==> src/rtl/reg_file_dump_ctrl.sv <==
`default_nettype none
// ============================================================================
// Module      : reg_file_dump_ctrl
// Description : Scans the architectural state (GPR x0..x31, then edge-
//               collision registers e0..e5) out over a valid/ready stream.
//               It borrows the shared register read ports. The core keeps
//               priority, but a scan is starved for at most STARVE_MAX cycles.
// Revision    : 1.0 - initial release
// ============================================================================
module reg_file_dump_ctrl #(
    parameter int NUM_GPR    = 32,
    parameter int NUM_ECR    = 6,
    parameter int GPR_WIDTH  = 32,
    parameter int ECR_WIDTH  = 34,
    parameter int STARVE_MAX = 8
) (
    input  logic                 clk,
    input  logic                 rstb,
    input  logic                 start,
    input  logic                 abort,
    output logic                 busy,
    output logic                 done,
    input  logic                 core_rd_req,
    output logic                 core_gnt,
    output logic                 gpr_rd_en,
    output logic [4:0]           gpr_rd_addr,
    input  logic [GPR_WIDTH-1:0] gpr_rd_data,
    output logic                 ecr_rd_en,
    output logic [2:0]           ecr_rd_addr,
    input  logic [ECR_WIDTH-1:0] ecr_rd_data,
    output logic                 dump_valid,
    input  logic                 dump_ready,
    output logic [5:0]           dump_index,
    output logic [ECR_WIDTH-1:0] dump_data
);

    localparam int                 c_CNT_W      = $clog2(STARVE_MAX + 1);
    localparam int                 c_PAD        = ECR_WIDTH - GPR_WIDTH;
    localparam logic [5:0]         c_NUM_GPR    = 6'(NUM_GPR);
    localparam logic [5:0]         c_LAST_IDX   = 6'(NUM_GPR + NUM_ECR - 1);
    localparam logic [c_CNT_W-1:0] c_STARVE_MAX = c_CNT_W'(STARVE_MAX);
    localparam logic [c_CNT_W-1:0] c_CNT_ONE    = c_CNT_W'(1);

    typedef enum logic [2:0] {
        S_IDLE = 3'd0,
        S_ARB  = 3'd1,
        S_RD   = 3'd2,
        S_WAIT = 3'd3,
        S_HOLD = 3'd4,
        S_FIN  = 3'd5
    } state_t;

    state_t                 r_state;
    state_t                 w_next;
    logic [5:0]             r_idx;
    logic [c_CNT_W-1:0]     r_starve;
    logic [ECR_WIDTH-1:0]   r_dump_data;
    logic [5:0]             r_dump_index;

    logic                   w_is_gpr;
    logic                   w_last;
    logic                   w_handshake;
    logic [2:0]             w_ecr_addr;
    logic [ECR_WIDTH-1:0]   w_gpr_ext;

    assign w_is_gpr    = (r_idx < c_NUM_GPR);
    assign w_last      = (r_idx == c_LAST_IDX);
    assign w_handshake = (r_state == S_HOLD) && dump_ready;
    // Modulo-8 subtraction is exact because the ECR offset fits in 3 bits.
    assign w_ecr_addr  = r_idx[2:0] - c_NUM_GPR[2:0];
    assign w_gpr_ext   = {{c_PAD{1'b0}}, gpr_rd_data};

    // State register; reset discards any scan in progress.
    always_ff @(posedge clk or negedge rstb) begin
        if (!rstb) begin
            r_state <= S_IDLE;
        end else begin
            r_state <= w_next;
        end
    end

    // Next-state logic; abort from any active state wins over everything.
    always_comb begin
        w_next = r_state;
        case (r_state)
            S_IDLE: if (start && !abort) w_next = S_ARB;
            S_ARB: begin
                if (abort)                                          w_next = S_IDLE;
                else if (!core_rd_req || (r_starve == c_STARVE_MAX)) w_next = S_RD;
            end
            S_RD:   w_next = abort ? S_IDLE : S_WAIT;
            S_WAIT: w_next = abort ? S_IDLE : S_HOLD;
            S_HOLD: begin
                if (abort)            w_next = S_IDLE;
                else if (w_handshake) w_next = w_last ? S_FIN : S_ARB;
            end
            S_FIN:   w_next = S_IDLE;
            default: w_next = S_IDLE;
        endcase
    end

    // Scan index, starvation counter and captured beat.
    always_ff @(posedge clk or negedge rstb) begin
        if (!rstb) begin
            r_idx        <= '0;
            r_starve     <= '0;
            r_dump_data  <= '0;
            r_dump_index <= '0;
        end else begin
            if (r_state == S_IDLE) begin
                r_idx <= '0;
            end else if (w_handshake && !abort && !w_last) begin
                r_idx <= r_idx + 6'd1;
            end

            // Staying in ARB means the core held the port and the limit is not yet hit.
            if ((r_state == S_ARB) && (w_next == S_ARB)) begin
                r_starve <= r_starve + c_CNT_ONE;
            end else begin
                r_starve <= '0;
            end

            if (r_state == S_WAIT) begin
                r_dump_data  <= w_is_gpr ? w_gpr_ext : ecr_rd_data;
                r_dump_index <= r_idx;
            end
        end
    end

    assign busy        = (r_state != S_IDLE);
    assign done        = (r_state == S_FIN);
    assign core_gnt    = (r_state != S_RD);
    assign gpr_rd_en   = (r_state == S_RD) && w_is_gpr;
    assign gpr_rd_addr = gpr_rd_en ? r_idx[4:0] : 5'd0;
    assign ecr_rd_en   = (r_state == S_RD) && !w_is_gpr;
    assign ecr_rd_addr = ecr_rd_en ? w_ecr_addr : 3'd0;
    assign dump_valid  = (r_state == S_HOLD);
    assign dump_index  = r_dump_index;
    assign dump_data   = r_dump_data;

endmodule
`default_nettype wire

==> config.mk <==
export PLATFORM = sky130hd
export DESIGN_NAME = reg_file_dump_ctrl
export DESIGN_NICKNAME = d
export VERILOG_FILES = /design/src/rtl/reg_file_dump_ctrl.sv
export SDC_FILE = /design/constraint.sdc
export NUM_CORES = 1
export LEC_CHECK = 0
export ABC_AREA = 1
export CAP_MARGIN = 10
export CORE_MARGIN = 5
export CORE_UTILIZATION = 40
export CTS_CLUSTER_DIAMETER = 50
export CTS_CLUSTER_SIZE = 24
export DETAILED_ROUTE_END_ITERATION = 8
export PLACE_DENSITY = 0.79
export REMOVE_ABC_BUFFERS = 1
export SLEW_MARGIN = 20
export SYNTH_ARGS = -nofsm -noshare
export SYNTH_HDL_FRONTEND = slang
export SYNTH_SLANG_ARGS = --single-unit
export TNS_END_PERCENT = 1
==> constraint.sdc <==
create_clock -name clk -period 1.65 [get_ports clk]
set_clock_uncertainty 0.05 [all_clocks]
set_input_delay 0.33 -clock clk [delete_from_list [all_inputs] [get_ports clk]]
set_output_delay 0.33 -clock clk [all_outputs]
set_load 0.005 [all_outputs]
Word level (Yosys, flattened, before mapping). Cells that the tools add are included.

Output and inout bits: 54. Input port bits: 72. Register bits: 53. Word-level logic and storage cells: 47.

$lt $le $gt $ge: 1. Muxes and demuxes: 15. Reduce and logical (&&, ||, !) cells: 15. Equality and inequality tests: 9. Add/sub/neg operators: 2.

Operator list (count): 2-to-1 mux 34 bit (1); 2-to-1 mux 3 bit (8); one-hot mux 3 bit (5 select lines) (1); 2-to-1 mux 6 bit (2); logical AND 1 bit (7); adder 6 x 1 -> 6 bit, second input constant (1); == test 3 x 1 -> 1 bit, second input constant (2); == test 3 x 2 -> 1 bit, second input constant (2); == test 3 bit, second input constant (2); == test 6 bit, second input constant (1); less-than comparator 6 bit, second input constant (1); 2-to-1 mux 5 bit (1); adder 4 x 1 -> 4 bit, second input constant (1); == test 4 bit, second input constant (1); zero test 1 bit (4); 2-to-1 mux 4 bit (1); zero test 3 bit (1); inequality test 3 x 2 -> 1 bit, second input constant (1); nonzero test 3 bit (1); 2-to-1 mux 2 bit (1); nonzero test 2 bit (1); logical OR 1 bit (1).

Longest topological paths before layout.
Depth after elaboration: 8. Gate-level depth with buffers: 8.

Worst setup path after synthesis. No wires, ideal clock.

Path kind: flip-flop to output port. From: reg r_state[2]. To: out gpr_rd_addr[0]. Setup slack: 0.202 ns. Stages on the path, launching flop included: 6. Data arrival time: 1.068 ns. Buffers on the path: 0. Cell sequence: dfrtp_1 > inv_1 > nand3_1 > nor2_1 > inv_1 > nor2_1.

Longest elaborated chain between the ends: 3.

Ends and longest elaborated chain: start: declaration (RTL line 53) `state_t r_state;`; start signal: assignment (RTL line 78) `r_state <= w_next;`; == test 3 x 2 -> 1 bit (RTL line 133) `assign gpr_rd_en = (r_state == S_RD) && w_is_gpr;`; logical AND 1 bit (RTL line 133); via gpr_rd_en (RTL line 25) `output logic gpr_rd_en,`; 2-to-1 mux 5 bit (RTL line 134) `assign gpr_rd_addr = gpr_rd_en ? r_idx[4:0] : 5'd0;`; end: declaration (RTL line 26) `output logic [4:0] gpr_rd_addr,`.

The timed path passes the listed nets, and every way through them passes these cells.

Worst setup path in the final report.
From: reg r_state[0]. To: out gpr_rd_addr[1].

Longest elaborated chain between the ends: 3.

Ends and longest elaborated chain (RTL line): == test 3 x 2 -> 1 bit (133); logical AND 1 bit (133); 2-to-1 mux 5 bit (134).

No other way between the ends.

==> key figures <==
Worst setup path
  • Slowest stage cell, crit path: sky130_fd_sc_hd__dfrtp_1
  • Capturing element type of the critical path: primary output
  • CP arrival: 1.34 ns
  • CP Launch Type: flop
  • Most frequent cell on the critical path: sky130_fd_sc_hd__nor2_4
  • Worst path max stage delay: around 0.40 ns
  • Required time worst endpoint: 1.27 ns
  • Crit path max-delay family: flip-flops
  • Buf+Inv Stages, Crit Path: 3
  • Path type of the worst setup path: reg -> out
  • Crit path cell chain: inv_2 -> nand3_4 -> nor2_4 -> inv_4 -> nor2_4 -> buf_2
  • Peak fanout along the critical path: 5

Drt
  • Number of iterations in the first detailed-routing pass: 4
  • Vias after detailed routing: ~2,600
  • Routed wirelength normalized by instance count: ~14 um
  • Post-route ant nets: 0
  • DRC viols: 0
  • Routed wire length: between 7 and 8 mm
  • DRC marker count from the first detailed-route iteration: between 90 and 100
  • Average via count per standard cell: between 4 and 5

STA
  • Hold Fails Final Rpt: 0
  • Final setup violation count: 8
  • Slew at the pin closest to its max-slew limit: 0.368 ns
  • Fin crit share: 104%
  • Unrepaired setup endpoints after global routing: yes
  • Setup WS post-layout: -0.0711 ns
  • Post-layout min period: about 1.7 ns
  • Worst max-slew margin expressed relative to the limit: roughly three quarters
  • Final TNS setup: -0.400 ns
  • Maximum clock rate: just under 600 MHz
  • Max Transition Viols Final: 0

Logic synthesis
  • Netlist Area Pre-Place: 2540 sq um
  • Cells after Synth: 317
  • Post-synth top area share: 52.1%
  • Number of synthesized register bits: 53
  • Biggest area consumer among synthesized cells: sky130_fd_sc_hd__dfrtp_1
  • Post-Synthesis Mean Instance Area: approximately 8 sq um
  • Netlist cell types: 24
  • Part of the Yosys area used for sequential elements: 52.1%
  • Top area cells in the synthesized netlist: sky130_fd_sc_hd__dfrtp_1 52%, sky130_fd_sc_hd__nand2_1 15%, sky130_fd_sc_hd__a31oi_1 7.9%, sky130_fd_sc_hd__nor2_1 7.8%, sky130_fd_sc_hd__inv_1 2.5%
  • Synth Warn #: 0

Global routing
  • Vias in the first global route: 2,493
  • GRT Residual Overflow: 0
  • Gr usage total: around 18%
  • Pin count of the biggest net entering global routing: between 50 and 60
  • Initial antenna violation count: 0
  • Wire length of the first global-routing pass: 12.2 mm

Outcome
  • Run status: finished with violations
  • Violated checks: setup timing

Job
  • Maximum capacitance violations: 0

Pwr
  • Worst ir drop on vdd: between 0.7 and 0.8 mV
  • Power per cell area: between 900 and 1000 nW/um^2
  • Static Leak: ~1.8 nW

Floorplanning
  • Die height: roughly 90 um
  • DIE WIDTH: approximately 90 um
  • Std cell rows: 29
  • Initial standard-cell utilization of the core: between 40% and 50%
  • # IOs: 126
  • Core area: 6280 sq um
  • Total Die Area: just over 8000 sq um

Finish
  • Diode insertion count for antenna repair: 0
  • Growth of design area from synthesis to finish: 63.1%
  • Most common cell after layout, fill and taps aside: sky130_fd_sc_hd__clkdlybuf4s50_1
  • Share of the core filled with cells: approximately two thirds
  • Net count reported at finish: 534
  • Fraction of final layout cells sized beyond drive strength 1: between 10% and 20%
  • Top library cells by usage in the layout, fill and taps aside: 110 x sky130_fd_sc_hd__clkdlybuf4s50_1, 99 x sky130_fd_sc_hd__nand2_1, 52 x sky130_fd_sc_hd__dfrtp_1

Worst hold path
  • Path class of the lowest-slack min-delay path: reg -> reg

Clock tree
  • Max clock buf depth: 2
  • H-tree lvl count: 2
  • CTS root buffer: sky130_fd_sc_hd__clkbuf_8
  • Clock sinks: 53
  • Clock input transition at the sequential cells of the worst setup and hold paths: approximately 0.09 ns
  • Clock tree from TritonCTS: done
  • Clock buffer count from CTS: 5
  • Skew-Pair Late Insertion Delay: roughly 0.29 ns

Place
  • Detailed-placement wirelength estimate: around 5.4 mm
  • Final GP Congestion: around 0.84
  • Count of buffers inserted at the top-level ports: about 130
-- where the power goes --
part	switching [mW]	leakage, nW	internal (mW)
Sequential	0.187	0.613	1.65
Combinational	0.517	1.14	0.999
Clock	0.391	0.0395	0.303
-- logic make-up after synthesis --
| logic type | count (synthesis) | synth area share (%) |
|---|---|---|
| flip-flops | 53 | 52.1 |
| AND/OR/NAND/NOR | 177 | 28.5 |
| AO/OA/AOI/OAI | 43 | 10.0 |
| XOR/XNOR | 3 | 1.03 |
| adder cells (fa/ha/maj) | 4 | 1.97 |
| buffers and inverters | 37 | 6.35 |
-- final timing paths --
path / from / end / slack, ns / cells after the start
setup / recovery: r_state[0] / gpr_rd_addr[1] / -0.07 / 6
setup reg to reg: r_state[1] / r_idx[2] / 0.09 / 10
min in group asynchronous: rstb / dump_index[2] / 0.50 / 3
max in group asynchronous: rstb / dump_data[29] / 0.79 / 3
hold reg to reg: r_starve[0] / r_starve[0] / 0.45 / 1
hold / removal: r_starve[0] / r_starve[0] / 0.45 / 1
-- synth_stat cells --
cell,number
sky130_fd_sc_hd__nor3_1,2
sky130_fd_sc_hd__a21oi_1,2
sky130_fd_sc_hd__clkbuf_1,5
sky130_fd_sc_hd__buf_6,1
sky130_fd_sc_hd__nand3_1,11
sky130_fd_sc_hd__buf_4,1
sky130_fd_sc_hd__inv_2,3
sky130_fd_sc_hd__nand2_1,101
sky130_fd_sc_hd__o21ai_1,6
sky130_fd_sc_hd__nor2_1,53
sky130_fd_sc_hd__nor2_2,1
sky130_fd_sc_hd__nor2_4,1
sky130_fd_sc_hd__nor3_4,1
sky130_fd_sc_hd__clkinv_1,1
sky130_fd_sc_hd__a31oi_1,32
sky130_fd_sc_hd__xnor2_1,1
sky130_fd_sc_hd__inv_1,17
sky130_fd_sc_hd__o21ai_0,3
sky130_fd_sc_hd__buf_2,9
sky130_fd_sc_hd__ha_1,4
sky130_fd_sc_hd__nand3b_1,3
sky130_fd_sc_hd__xor2_1,2
sky130_fd_sc_hd__nand4_1,4
sky130_fd_sc_hd__dfrtp_1,53
-- layout make-up --
cell class                      instances  area [sq um]
Fill cell                             557          2130
Timing Repair Buffer                  150          1440
Sequential cell                        53          1330
Multi-Input combinational cell        227          1130
Tap cell                               77          96.3
Inverter                               21          81.3
Clock buffer                            8          80.1
-- worst register-to-register path, cell delays in order, from the launching register on --
cell	delay [ns]
sky130_fd_sc_hd__dfrtp_1	0.38
sky130_fd_sc_hd__buf_4	0.15
sky130_fd_sc_hd__nor2_4	0.15
sky130_fd_sc_hd__buf_4	0.14
sky130_fd_sc_hd__buf_4	0.09
sky130_fd_sc_hd__nand4_1	0.08
sky130_fd_sc_hd__nor2_2	0.09
sky130_fd_sc_hd__buf_4	0.16
sky130_fd_sc_hd__nor2_4	0.06
sky130_fd_sc_hd__nand2_1	0.06
sky130_fd_sc_hd__nand2_1	0.05
-- sequential cells by signal, indices dropped and copies added (netlist names) --
signal / cells
r_idx: 6
r_starve: 4
dump_data: 34
r_state: 3
dump_index: 6
-- routing by layer --
| metal | GRT usage [%] | wire (um) | vias to the layer above |
|---|---|---|---|
| li1 | - | - | 1302 |
| met1 | 23.9 | 3200 | 1197 |
| met2 | 29.6 | 3710 | 89 |
| met3 | 4.17 | 495 | 8 |
| met4 | 4.41 | 83 | 0 |
| met5 | 0 | 0 | - |
-- repair_timing --
action | 4_1_cts | 5_1_grt
pin swaps | 4 | 4
gates resized for setup | 62 | 17
setup buffers | 1 | 3
hold buffers | 1 | 0
endpoints found under the hold margin | 53 | 0
endpoints found under the setup margin | 20 | 25
-- per-stage QoR --
step / cell area (sq um) / setup WS (ns) / total power, mW / cells / hold slack, ns
global route: 4150 / -0.135 / 4.31 / 536 / 0.478
global placement: 3990 / -0.143 / 3.32 / 523 / 0.295
detailed placement: 3990 / -0.214 / 3.36 / 523 / 0.299
CTS: 4090 / -0.0955 / 4.08 / 533 / 0.450
floorplan: 2460 / -0.913 / 2.29 / 301 / -0.0156
finish: 4150 / -0.0711 / 4.05 / 536 / 0.446
No activity file was read; power rests on OpenSTA's default activity.
